### src/rtl/fetch_stage.sv
// Instruction-fetch stage: issues imem word requests for fetch_pc, buffers responses with their PC, feeds decode.
// Latency: response to id_valid 1 cycle; request accepted at N -> id_valid at N+2 with 1-cycle memory.
// Backpressure: a request issues only when a FIFO slot is reserved for its response; id_ready=0 stalls issue and holds PC.
//
// Ports:
//   clk, reset (async active-low)      clock / reset
//   fetch_pc, pc_advance               PC from the PC register; pc_advance tells next-PC mux to select PC+4
//   redirect_valid                     taken branch/jump: flush FIFO, withdraw request, drain in-flight response
//   imem_req_* / imem_rsp_*            instruction memory request (valid/ready) and response (valid only)
//   id_valid/instr/pc/fault, id_ready  FIFO head presented to decode over valid/ready
module fetch_stage #(
  parameter int          DEPTH     = 2,
  parameter logic [31:0] NOP_INSTR = 32'h00000013
) (
  input  logic        clk,
  input  logic        reset,
  input  logic [31:0] fetch_pc,
  output logic        pc_advance,
  input  logic        redirect_valid,
  output logic        imem_req_valid,
  output logic [31:0] imem_req_addr,
  input  logic        imem_req_ready,
  input  logic        imem_rsp_valid,
  input  logic [31:0] imem_rsp_data,
  output logic        id_valid,
  output logic [31:0] id_instr,
  output logic [31:0] id_pc,
  output logic        id_fault,
  input  logic        id_ready
);

  localparam int AW = $clog2(DEPTH);

  typedef enum logic {S_RUN, S_DRAIN} state_e;

  state_e          state_q, state_d;
  logic [AW:0]     count_q, count_d;
  logic [AW-1:0]   wr_ptr_q, wr_ptr_d;
  logic [AW-1:0]   rd_ptr_q, rd_ptr_d;
  logic            out_q, out_d;
  logic [31:0]     req_pc_q, req_pc_d;

  logic [31:0]     instr_mem [DEPTH];
  logic [31:0]     pc_mem    [DEPTH];
  logic [DEPTH-1:0] fault_mem;

  logic            pop, push, rsp_push, fault_push, can_issue, aligned, req_hs;
  logic [AW+1:0]   occupancy;
  logic [31:0]     push_instr, push_pc;

  assign id_valid = (count_q != '0);
  assign id_instr = instr_mem[rd_ptr_q];
  assign id_pc    = pc_mem[rd_ptr_q];
  assign id_fault = fault_mem[rd_ptr_q] & id_valid;

  assign pop     = id_valid & id_ready;
  assign aligned = (fetch_pc[1:0] == 2'b00);

  // Slots already spoken for: buffered entries plus the response still in flight,
  // less the entry decode takes this cycle. Issuing only below DEPTH means every
  // response is guaranteed a slot, so push never meets a full FIFO.
  assign occupancy = {1'b0, count_q} + {{(AW+1){1'b0}}, out_q} - {{(AW+1){1'b0}}, pop};
  assign can_issue = (occupancy < (AW+2)'(DEPTH));

  // Outputs are gated by reset so nothing is requested or consumed while reset is held.
  assign imem_req_valid = reset & can_issue & ~redirect_valid & aligned & (~out_q | imem_rsp_valid);
  assign imem_req_addr  = fetch_pc;
  assign fault_push     = reset & ~aligned & can_issue & ~redirect_valid & ~out_q;
  assign req_hs         = imem_req_valid & imem_req_ready;
  assign pc_advance     = req_hs | fault_push;

  // A response counts only if one is owed to us (out_q) and it is not stale.
  assign rsp_push   = imem_rsp_valid & out_q & (state_q == S_RUN) & ~redirect_valid;
  assign push       = rsp_push | fault_push;
  assign push_instr = fault_push ? NOP_INSTR : imem_rsp_data;
  assign push_pc    = fault_push ? fetch_pc  : req_pc_q;

  always_comb begin
    state_d  = state_q;
    count_d  = count_q + {{AW{1'b0}}, push} - {{AW{1'b0}}, pop};
    wr_ptr_d = wr_ptr_q + {{(AW-1){1'b0}}, push};
    rd_ptr_d = rd_ptr_q + {{(AW-1){1'b0}}, pop};
    out_d    = out_q;
    req_pc_d = req_pc_q;

    if (redirect_valid) begin
      count_d  = '0;
      wr_ptr_d = '0;
      rd_ptr_d = '0;
    end

    if (req_hs) begin
      out_d    = 1'b1;
      req_pc_d = fetch_pc;
    end else if (imem_rsp_valid) begin
      out_d    = 1'b0;
    end

    case (state_q)
      S_RUN:   if (redirect_valid & out_q & ~imem_rsp_valid) state_d = S_DRAIN;
      // The stale response closes the drain even if another redirect lands with it.
      S_DRAIN: if (imem_rsp_valid) state_d = S_RUN;
      default: state_d = S_RUN;
    endcase
  end

  always_ff @(posedge clk or negedge reset) begin
    if (!reset) begin
      state_q  <= S_RUN;
      count_q  <= '0;
      wr_ptr_q <= '0;
      rd_ptr_q <= '0;
      out_q    <= 1'b0;
      req_pc_q <= '0;
    end else begin
      state_q  <= state_d;
      count_q  <= count_d;
      wr_ptr_q <= wr_ptr_d;
      rd_ptr_q <= rd_ptr_d;
      out_q    <= out_d;
      req_pc_q <= req_pc_d;
    end
  end

  // Storage needs no reset: id_valid and id_fault are qualified by count.
  always_ff @(posedge clk) begin
    if (push) begin
      instr_mem[wr_ptr_q] <= push_instr;
      pc_mem[wr_ptr_q]    <= push_pc;
      fault_mem[wr_ptr_q] <= fault_push;
    end
  end

endmodule

### config.mk
export PLATFORM = sky130hd
export DESIGN_NAME = fetch_stage
export DESIGN_NICKNAME = d
export VERILOG_FILES = /design/src/rtl/fetch_stage.sv
export SDC_FILE = /design/constraint.sdc
export NUM_CORES = 1
export LEC_CHECK = 0
export CAP_MARGIN = 20
export CORE_ASPECT_RATIO = 0.8
export CORE_MARGIN = 2
export CORE_UTILIZATION = 50
export CTS_BUF_LIST = sky130_fd_sc_hd__clkbuf_8
export DETAILED_ROUTE_END_ITERATION = 7
export HOLD_SLACK_MARGIN = 0.06
export PLACE_DENSITY = 0.84
export SLEW_MARGIN = 20
export SYNTH_ARGS = -nofsm -noshare
export SYNTH_HDL_FRONTEND = slang
export SYNTH_SLANG_ARGS = --single-unit
### constraint.sdc
create_clock -name clk -period 6.8 [get_ports clk]
set_input_delay 1.36 -clock clk [delete_from_list [all_inputs] [get_ports clk]]
set_output_delay 1.36 -clock clk [all_outputs]
set_load 0.02 [all_outputs]
==> metrics, run 1 <==
first-pass iteration count of the detailed router 4; Tmin final 5411 ps; Initial Util 50.55%; Comb power frac 36.6%; worst endpoint data arrival time 4050 ps; EDFF count, synth 130; RSZ-0062 raised after global routing no; initial antenna violation count 0; share of layout cells above drive strength 1 28.42%; WL final 12940 um; largest net degree at the start of global routing 68; slowest stage delay, CP 620 ps; Yosys top cell area share 54.57%; number of fillers in the final layout 1027; sequential share of the synthesized area 67.87%; vias per cell 5.074; Startpoint Class primary input; Syn Inst Count 416; DIE AREA 15280 um2; Switch Pwr 1.038 mW; VDD IR-drop max 205.4 uV; status finished clean; I/O pin count 170; Flop pwr share 45.8%; Reg clk slew, reported paths 70 ps; Antenna Cells 0; Longest Clk Path Bufs 2; grt total ovfl 0; worst setup margin 1389 ps; Crit Path Category primary input to output pin; CP Data Required Time 5440 ps; hold buffer count at CTS 0; Iter 0 DRT Violations 171; Lkg Pwr 3.234 nW; Finish-stage setup viols 0; Net Sw Frac 30.95%; Peak Freq 184.8 MHz; Clk network pwr share 17.5%; Final Skew 10.15 ps; hpwl dp 8074 um; first-pass GRT wire length 20560 um; final period utilization 79.58%; Post-synth ARST share 22.62%; main flop type after synthesis edfxtp_1; PwrDens 369.8 nW/um2; Buf/Inv on CP 2; number of synthesis warnings 0; area leader, netlist edfxtp_1; total setup buffers inserted after CTS 0; Crit path max-delay family buffers and inverters; Area Overhead vs Synth 26.76%; Avg Cell Area, Syn 17.19 um2; Total GRT Usage 17.95%; Clock Latency Late Sink 450 ps; RD Place Congestion 0.7109; DRC 0; Seq cells post-synth 168; ANT nets after route 0; Clock Sink Count 168; Max Cap Viol 0; # nets final 633; TNS Setup 0 ps; Most common cell on crit path clkdlybuf4s50_1; Max-slew headroom 31.75%; Core ar. 14150 um2; vias after detailed routing 3826; Final Slew Violations 0; CP cell instances clkdlybuf4s50_1 -> and2_1 -> ha_1 -> nand2b_1 -> fa_1 -> xnor2_2 -> nand4b_4 -> a21oi_1 -> clkdlybuf4s50_1; Clk Tree Root Cell clkbuf_8; WL/cell 17.16 um; CTS buffer count 17; Crit-path slowest cell clkdlybuf4s50_1; Synth Net Count 492; Post-CTS Resized 0; CP Capture Type output pin; Netlist cell types 27; mapped cell area 7153 um2; die height 111.0 um; Max Fanout on Critical Path 5; PortBufs 169; Place WS 1373 ps; Int Power 2.315 mW; Final Hold Fails 0; dominant cells by area after synthesis edfxtp_1 55%, mux2_2 20%, dfrtp_1 13%, buf_4 3.5%, nor2b_1 2.8%; Final Util 64.08%; H-tree depth 4; TritonCTS clock tree yes; Hold WC Path Type flip-flop to flip-flop; Die Span X 137.7 um; number of global-route vias before repair 4143; row count 39; Worst-Margin Slew 1021 ps
==> metal layers <==
layer / global-route usage [%] / share of wire (%) / vias to the layer above / wire, um
li1: - / - / 1782 / -
met1: 21.69 / 42 / 1918 / 5376
met2: 31.14 / 52 / 110 / 6718
met3: 4.710 / 5.2 / 16 / 669
met4: 5.986 / 1.3 / 0 / 174
met5: 0 / 0 / - / 0
==> synth_stat cells (2+ instances only) <==
cell type	count
buf_4	33
dfrtp_1	38
xnor2_1	2
edfxtp_1	130
o21ai_0	2
mux2_2	124
ha_1	5
nand2b_1	2
clkbuf_1	3
buf_2	6
a21oi_1	2
nor2_1	9
nor2_4	2
buf_6	7
inv_1	4
or2_1	4
nor2b_1	32
mux2_1	2
==> sequential cells by signal (all words and copies together) (netlist names) <==
register,flops
instr_mem,64
pc_mem,64
req_pc_q,32
count_q,2
fault_mem,2
out_q,1
rd_ptr_q,1
state_q,1
wr_ptr_q,1
==> cell usage in the layout, fill, tap and decap left out, types with 3 or more instances in the layout <==
cell             Yosys  routed
clkinv_2             0       5
clkdlybuf4s50_1      0     168
clkbuf_8             0      17
clkinv_1             0       3
nor2b_1             32      32
or2_1                4       4
clkinvlp_4           0       4
edfxtp_1           130     130
mux2_2             124     124
nor2_1               9       9
dfrtp_1             38      37
inv_1                4       5
ha_1                 5       3
==> metrics by stage <==
step / total power, mW / hold slack (ps) / area (um2) / instances
2_1_floorplan: 2.289 / 454.1 / 7153 / 416
3_3_place_gp: 2.752 / 464.1 / 8746 / 722
3_5_place_dp: 2.797 / 488.1 / 8746 / 722
4_1_cts: 3.390 / 506.5 / 9067 / 754
5_1_grt: 3.517 / 530.0 / 9067 / 754
6_report: 3.353 / 498.5 / 9067 / 754
==> cell type report <==
type / count / area, um2 / share of cell area [%]
inverters: 4 / 15.01 / 0.1656
well taps: 184 / 230.2 / 2.539
repair buffers: 171 / 1702 / 18.77
clock inverters: 15 / 87.58 / 0.9659
flip-flops and latches: 168 / 4858 / 53.58
clock buffers: 17 / 234.0 / 2.580
multi-input cells: 195 / 1941 / 21.40
==> cell families (layout without fill, tap and decap cells) <==
logic type	count (synthesis)	in the layout	synth area share [%]
AO/OA/AOI/OAI	4	4	0.2799
XOR/XNOR	4	4	0.5948
adder cells (fa/ha/maj)	6	6	1.154
multiplexers	127	127	19.98
buffers and inverters	53	207	5.352
flip-flops	168	168	67.87
AND/OR/NAND/NOR	54	54	4.775
==> worst paths after layout <==
path | startpoint | endpoint | slack, ps | depth (start not counted)
worst max-delay path | id_ready | pc_advance | 1390 | 9
worst min-delay path | req_pc_q[1]$_DFFE_PN0P_ | req_pc_q[1]$_DFFE_PN0P_ | 500 | 1
worst max register to register | count_q[1]$_DFF_PN0_ | count_q[1]$_DFF_PN0_ | 2660 | 17
worst min register to register | req_pc_q[1]$_DFFE_PN0P_ | req_pc_q[1]$_DFFE_PN0P_ | 500 | 1
max in group asynchronous | reset | rd_ptr_q$_DFF_PN0_ | 5380 | 2
min in group asynchronous | reset | req_pc_q[24]$_DFFE_PN0P_ | 970 | 2
==> power by group through the flow <==
stage | Combinational, mW | Clock, mW | Sequential (mW)
floorplan | 0.815 | 0 | 1.47
global placement | 1.21 | 0 | 1.54
detailed placement | 1.23 | 0 | 1.56
CTS | 1.24 | 0.605 | 1.54
global route | 1.31 | 0.643 | 1.57
finish | 1.23 | 0.587 | 1.54
Note: power is estimated with default switching activity, not from simulation.
==> run 2: changes to the inputs <==
Settings changed: CORE_UTILIZATION 50 to 47, PLACE_DENSITY 0.84 to 0.83.
Clock period 6.8 ns to 4.5 ns, I/O delays scaled along.
==> run 2 against run 1 <==
Sequential share of layout area fell by 1.1 points. Count of clock-buffer cells in the layout stayed put. Final area is 2.0% higher. Via count is 2.9% higher. Worst hold slack worse by 4.7 ps. Global-route usage down 0.59 points. Non-clock buffer count grew 8. First-iteration DRC count is 20% higher. Largest power group unchanged.
==> metrics, run 2 (same netlist as run 1, synthesis figures left out) <==
status finished clean (unchanged); Crit Path Category primary input to output pin (unchanged); Int Power 3.638 mW (was 2.315 mW); vias per cell 5.132 (was 5.074); Buf/Inv on CP 2 (unchanged); Place WS -46.12 ps (was 1373 ps); Startpoint Class primary input (unchanged); PortBufs 169 (unchanged); slowest stage delay, CP 460 ps (was 620 ps); initial antenna violation count 0 (unchanged); Iter 0 DRT Violations 206 (was 171); Placed Area 8872 um2 (was 8746 um2); Clk Tree Root Cell clkbuf_8 (unchanged); Hold WC Path Type flip-flop to flip-flop (unchanged); most frequent cells in the layout 166 x clkdlybuf4s50_1, 130 x edfxtp_1, 124 x mux2_2 (was 168 x clkdlybuf4s50_1, 130 x edfxtp_1, 124 x mux2_2); reg-to-reg endpoint pc_mem[0][20]$_DFFE_PP_ (was count_q[1]$_DFF_PN0_); Final Util 61.79% (was 64.08%); Worst-Margin Slew 630.8 ps (was 1021 ps); VDD IR-drop max 324.3 uV (was 205.4 uV); Tot Pwr 5.235 mW (was 3.353 mW); Antenna Cells 0 (unchanged); grt total ovfl 0 (unchanged); Die Span X 141.9 um (was 137.7 um); CP Data Required Time 3600 ps (was 5440 ps); # nets final 641 (was 633); share of layout cells above drive strength 1 29.24% (was 28.42%); hold_ws 493.8 ps (was 498.5 ps); internal reg-to-reg setup slack 820 ps (was 2660 ps); Area Overhead vs Synth 29.26% (was 26.76%); Reg2Reg Depth 11 (was 17); Lkg Pwr 3.351 nW (was 3.234 nW); Tmin final 4248 ps; H-tree depth 4 (unchanged); Placed Cells 735 (was 722); Final Skew 9.621 ps (was 10.15 ps); Clk network pwr share 19.3% (was 17.5%); Initial Util 47.80% (was 50.55%); TNS Setup 0 ps (unchanged); final instance area 9246 um2 (was 9067 um2); PwrDens 566.2 nW/um2 (was 369.8 nW/um2); die height 114.3 um (was 111.0 um); WL final 13690 um (was 12940 um); Crit path max-delay family buffers and inverters (unchanged); Clock Latency Late Sink 440 ps (was 450 ps); Reg clk slew, reported paths 90 ps (was 70 ps); Max-slew headroom 57.95% (was 31.75%); I/O pin count 170 (unchanged); CP cell instances clkdlybuf4s50_1 -> and2_1 -> ha_1 -> nand2b_1 -> fa_1 -> xnor2_2 -> nand4b_4 -> a21oi_1 -> dlygate4sd2_1 (was clkdlybuf4s50_1 -> and2_1 -> ha_1 -> nand2b_1 -> fa_1 -> xnor2_2 -> nand4b_4 -> a21oi_1 -> clkdlybuf4s50_1); worst endpoint data arrival time 3350 ps (was 4050 ps); Setup crit start id_ready (unchanged); Switch Pwr 1.597 mW (was 1.038 mW); WL/cell 17.85 um (was 17.16 um); Max Cap Viol 0 (unchanged); final period utilization 94.40%; end of the critical path pc_advance (unchanged); Top Registers instr_mem (64), pc_mem (64), req_pc_q (32) (unchanged); worst setup margin 252.0 ps (was 1389 ps); first-pass GRT wire length 21280 um (was 20560 um); Peak Freq 235.4 MHz; hold buffer count at CTS 0 (unchanged); ANT nets after route 0 (unchanged); Max Fanout on Critical Path 5 (unchanged); Clock Sink Count 168 (unchanged); Finish-stage setup viols 0 (unchanged); Flop pwr share 42.9% (was 45.8%); Core ar. 14960 um2 (was 14150 um2); Crit-path slowest cell clkdlybuf4s50_1 (unchanged); DRC 0 (unchanged); commonest non-fill, non-tap cell in the layout clkdlybuf4s50_1 (unchanged); TritonCTS clock tree yes (unchanged); Non-Filler Instances 767 (was 754); Net Sw Frac 30.50% (was 30.95%); DIE AREA 16230 um2 (was 15280 um2); Final Slew Violations 0 (unchanged); number of global-route vias before repair 4208 (was 4143); Comb power frac 37.7% (was 36.6%); R2R Path Start count_q[1]$_DFF_PN0_ (unchanged); Final Hold Fails 0 (unchanged); hpwl dp 9102 um (was 8074 um); row count 40 (was 39); Total GRT Usage 17.37% (was 17.95%); CP Capture Type output pin (unchanged); RSZ-0062 raised after global routing no (unchanged); largest net degree at the start of global routing 47 (was 68); vias after detailed routing 3936 (was 3826); number of cells on the critical path 9 (unchanged); RD Place Congestion 0.7359 (was 0.7109); first-pass iteration count of the detailed router 7 (was 4); Longest Clk Path Bufs 2 (unchanged); CTS buffer count 17 (unchanged)
==> run 2: layout make-up <==
class,instances,area (um2)
well taps,189,236.5
multi-input cells,195,1941
flip-flops and latches,168,4856
clock buffers,17,234.0
inverters,4,15.01
clock inverters,15,138.9
repair buffers,179,1826
fillers,1112,5718
==> run 2: worst reg2reg max path, stage by stage (launching register included) <==
cell and delay, ps:
dfrtp_1 470, nor2_1 230, inv_1 100, and2_1 230
ha_1 290, nand2b_1 160, fa_1 410, xnor2_2 200
nand4b_4 190, nor2_4 170, buf_4 540, mux2_2 460
==> run 2: how the worst min path moves through the flow <==
stage	cells past startpoint	to	from
2_1_floorplan	1	req_pc_q[29]$_DFFE_PN0P_	req_pc_q[29]$_DFFE_PN0P_
3_3_place_gp	1	req_pc_q[4]$_DFFE_PN0P_	req_pc_q[4]$_DFFE_PN0P_
3_5_place_dp	1	req_pc_q[4]$_DFFE_PN0P_	req_pc_q[4]$_DFFE_PN0P_
4_1_cts	1	req_pc_q[4]$_DFFE_PN0P_	req_pc_q[4]$_DFFE_PN0P_
5_1_grt	1	req_pc_q[4]$_DFFE_PN0P_	req_pc_q[4]$_DFFE_PN0P_
6_report	1	req_pc_q[4]$_DFFE_PN0P_	req_pc_q[4]$_DFFE_PN0P_
==> run 2: what timing repair did <==
| action | CTS | global route |
|---|---|---|
| pin swaps | 0 | 0 |
| setup endpoints to repair | 1 | 1 |
| buffers inserted | 0 | 0 |
| gates resized for setup | 1 | 1 |
==> run 2: routing by layer <==
| metal | wire, um | part of all wire [%] | global-route usage (%) | vias up |
|---|---|---|---|---|
| met4 | 174 | 1.3 | 5.800 | 0 |
| li1 | - | - | - | 1792 |
| met1 | 5874 | 43 | 21.68 | 1987 |
| met3 | 907 | 6.6 | 5.019 | 16 |
| met2 | 6733 | 49 | 29.39 | 141 |
| met5 | 0 | 0 | 0 | - |
==> run 2: power groups by stage <==
stage,Clock [mW],Combinational [mW],Sequential [mW]
finish,1.01,1.98,2.25
floorplan,0,1.23,2.23
global placement,0,1.95,2.25
global route,1.10,2.10,2.28
detailed placement,0,1.98,2.28
CTS,1.04,2.00,2.25
==> run 3: changes to the inputs <==
--- a/config.mk
+++ b/config.mk
@@ -12,2 +12,3 @@
 export CTS_BUF_LIST = sky130_fd_sc_hd__clkbuf_8
+export CTS_CLUSTER_SIZE = 40
 export DETAILED_ROUTE_END_ITERATION = 7
==> constraint.sdc (replaced) <==
create_clock -name clk -period 4.5 [get_ports clk]
set_input_delay 0.45 -clock clk [delete_from_list [all_inputs] [get_ports clk]]
set_output_delay 0.45 -clock clk [all_outputs]
set_load 0.02 [all_outputs]
==> run 3 against run 2 <==
Non-clock buffer count is 1 higher. Largest cell class unchanged. Highest routed layer unchanged. Final area is 0.78% lower. Via count is 0.61% lower. Wire length is 1.1% lower. Critical path type is now flip-flop to output pin. Total power is 1.7% lower. Core utilization is 0.49 points lower. Combinational power hardly changed. Critical endpoint is now imem_req_valid. Sequential power hardly changed. Setup slack better by 440 ps.
==> metrics, run 3 (same netlist as run 1, synthesis figures left out) <==
total setup buffers inserted after CTS 0 (unchanged); Most common cell on crit path nor2_1; Post-CTS Resized 0 (was 1); number of global-route vias before repair 4163 (was 4208); CP cell instances nor2_1 -> inv_1 -> and2_1 -> ha_1 -> nand2b_1 -> fa_1 -> xnor2_2 -> nand4b_4 -> nor2_1 -> clkdlybuf4s50_1 (was clkdlybuf4s50_1 -> and2_1 -> ha_1 -> nand2b_1 -> fa_1 -> xnor2_2 -> nand4b_4 -> a21oi_1 -> dlygate4sd2_1); I/O pin count 170 (unchanged); Final Util 61.30% (was 61.79%); Placed Cells 736 (was 735); Final Hold Fails 0 (unchanged); Total GRT Usage 17.21% (was 17.37%); Final Skew 16.66 ps (was 9.621 ps); hpwl dp 9189 um (was 9102 um); first-pass GRT wire length 20800 um (was 21280 um); hold buffer count at CTS 0 (unchanged); PortBufs 169 (unchanged); commonest non-fill, non-tap cell in the layout clkdlybuf4s50_1 (unchanged); die height 114.3 um (unchanged); Area Overhead vs Synth 28.25% (was 29.26%); DRC 0 (unchanged); vias after detailed routing 3912 (was 3936); DIE AREA 16230 um2 (unchanged); multi-input logic area 1941 um2 (unchanged); # nets final 642 (was 641); Max Cap Viol 0 (unchanged); Clock Sink Count 168 (unchanged); final period utilization 84.61% (was 94.40%); Startpoint Class flip-flop (was primary input); row count 40 (unchanged); slowest stage delay, CP 640 ps (was 460 ps); WL final 13540 um (was 13690 um); Tot Pwr 5.148 mW (was 5.235 mW); worst endpoint data arrival time 3360 ps (was 3350 ps); Reg clk slew, reported paths 80 ps (was 90 ps); Tmin final 3807 ps (was 4248 ps); vias per cell 5.094 (was 5.132); Antenna Cells 0 (unchanged); RSZ-0062 raised after global routing no (unchanged); Finish-stage setup viols 0 (unchanged); Worst-Margin Slew 588.9 ps (was 630.8 ps); Core ar. 14960 um2 (unchanged); H-tree depth 4 (unchanged); Initial Util 47.80% (unchanged); Crit Path Category flip-flop to output pin (was primary input to output pin); first-pass iteration count of the detailed router 4 (was 7); TritonCTS clock tree yes (unchanged); Die Span X 141.9 um (unchanged); share of layout cells above drive strength 1 29.19% (was 29.24%); most frequent cells in the layout 168 x clkdlybuf4s50_1, 130 x edfxtp_1, 124 x mux2_2 (was 166 x clkdlybuf4s50_1, 130 x edfxtp_1, 124 x mux2_2); initial antenna violation count 0 (unchanged); Reg area 4856 um2 (unchanged); Max Fanout on Critical Path 5 (unchanged); VDD IR-drop max 356.0 uV (was 324.3 uV); Crit-path slowest cell clkdlybuf4s50_1 (unchanged); Longest Clk Path Bufs 2 (unchanged); Setup crit start count_q[1]$_DFF_PN0_ (was id_ready); CP Capture Type output pin (unchanged); RD Place Congestion 0.7464 (was 0.7359); number of fillers in the final layout 1119 (was 1112); PwrDens 561.1 nW/um2 (was 566.2 nW/um2); WL/cell 17.63 um (was 17.85 um); Final Slew Violations 0 (unchanged); ANT nets after route 0 (unchanged); R2R Path Start count_q[1]$_DFF_PN0_ (unchanged); grt total ovfl 0 (unchanged); Peak Freq 262.6 MHz (was 235.4 MHz); CP Data Required Time 4050 ps (was 3600 ps); Max-slew headroom 60.65% (was 57.95%); Clk Tree Root Cell clkbuf_8 (unchanged); Lkg Pwr 3.312 nW (was 3.351 nW); Iter 0 DRT Violations 187 (was 206); Clock Latency Late Sink 460 ps (was 440 ps); status finished clean (unchanged); CTS buffer count 17 (unchanged); TNS Setup 0 ps (unchanged); Top Registers instr_mem (64), pc_mem (64), req_pc_q (32) (unchanged); Hold WC Path Type primary input to async pin (was flip-flop to flip-flop); Non-Filler Instances 768 (was 767); largest net degree at the start of global routing 39 (was 47)
[run 3: cell count changes in the layout (fill, tap and decap cells not counted)]
cell | previous run | this run
buf_12 | 5 | 2
buf_4 | 5 | 9
bufinv_16 | 2 | 1
clkdlybuf4s50_1 | 166 | 168
clkinv_1 | 1 | 2
clkinv_2 | 2 | 6
clkinv_4 | 2 | 0
dlygate4sd2_1 | 1 | 0
dlymetal6s2s_1 | 1 | 0
inv_6 | 2 | 0
[run 3: area by class of cell]
type                       instances  area share (%)
clock buffer                      17           2.550
clock inverter                    15           1.064
inverter                           4          0.1637
multi-input combinational        195           21.15
sequential                       168           52.93
tap                              189           2.578
timing repair buffer             180           19.56
[run 3: worst paths after layout]
| kind | end | slack (ps) | depth (start not counted) |
|---|---|---|---|
| min reg2reg | req_pc_q[4]$_DFFE_PN0P_ | 500 | 1 |
| min in group clk | out_q$_DFFE_PN0P_ | 470 | 3 |
| max in group asynchronous | rd_ptr_q$_DFF_PN0_ | 3920 | 2 |
| min | req_pc_q[17]$_DFFE_PN0P_ | 180 | 2 |
| max | imem_req_valid | 690 | 10 |
| max reg2reg | count_q[1]$_DFF_PN0_ | 800 | 17 |
[run 3: power by group]
part	internal (mW)	switching, mW	total (mW)
registers	2.12	0.112	2.23
logic	1.04	0.959	1.99
clock network	0.417	0.508	0.925
[run 3: metal layers]
metal / up-vias / GRT usage (%) / wire (um)
li1: 1795 / - / -
met1: 1962 / 21.45 / 5854
met2: 136 / 28.83 / 6707
met3: 19 / 4.935 / 791
met4: 0 / 6.467 / 187
met5: - / 0 / 0
[run 3: critical path, delay by kind of cell (launching register included)]
family	cells	cell delay [ps]
DFF	1	460
buffers and inverters	2	710
and+or+nand+nor	5	890
xor gates and xnor gates	1	190
adders and majority gates	2	670
[run 3: through the flow]
step                worst slack (ps)  instance area, um2  hold WS, ps
finish                         692.5                9174        175.3
global placement               681.1                8842        463.6
global route                   454.6                9174        197.5
floorplan                     -150.5                7153        154.4
CTS                            623.1                9174        169.4
detailed placement             547.9                8842        480.4
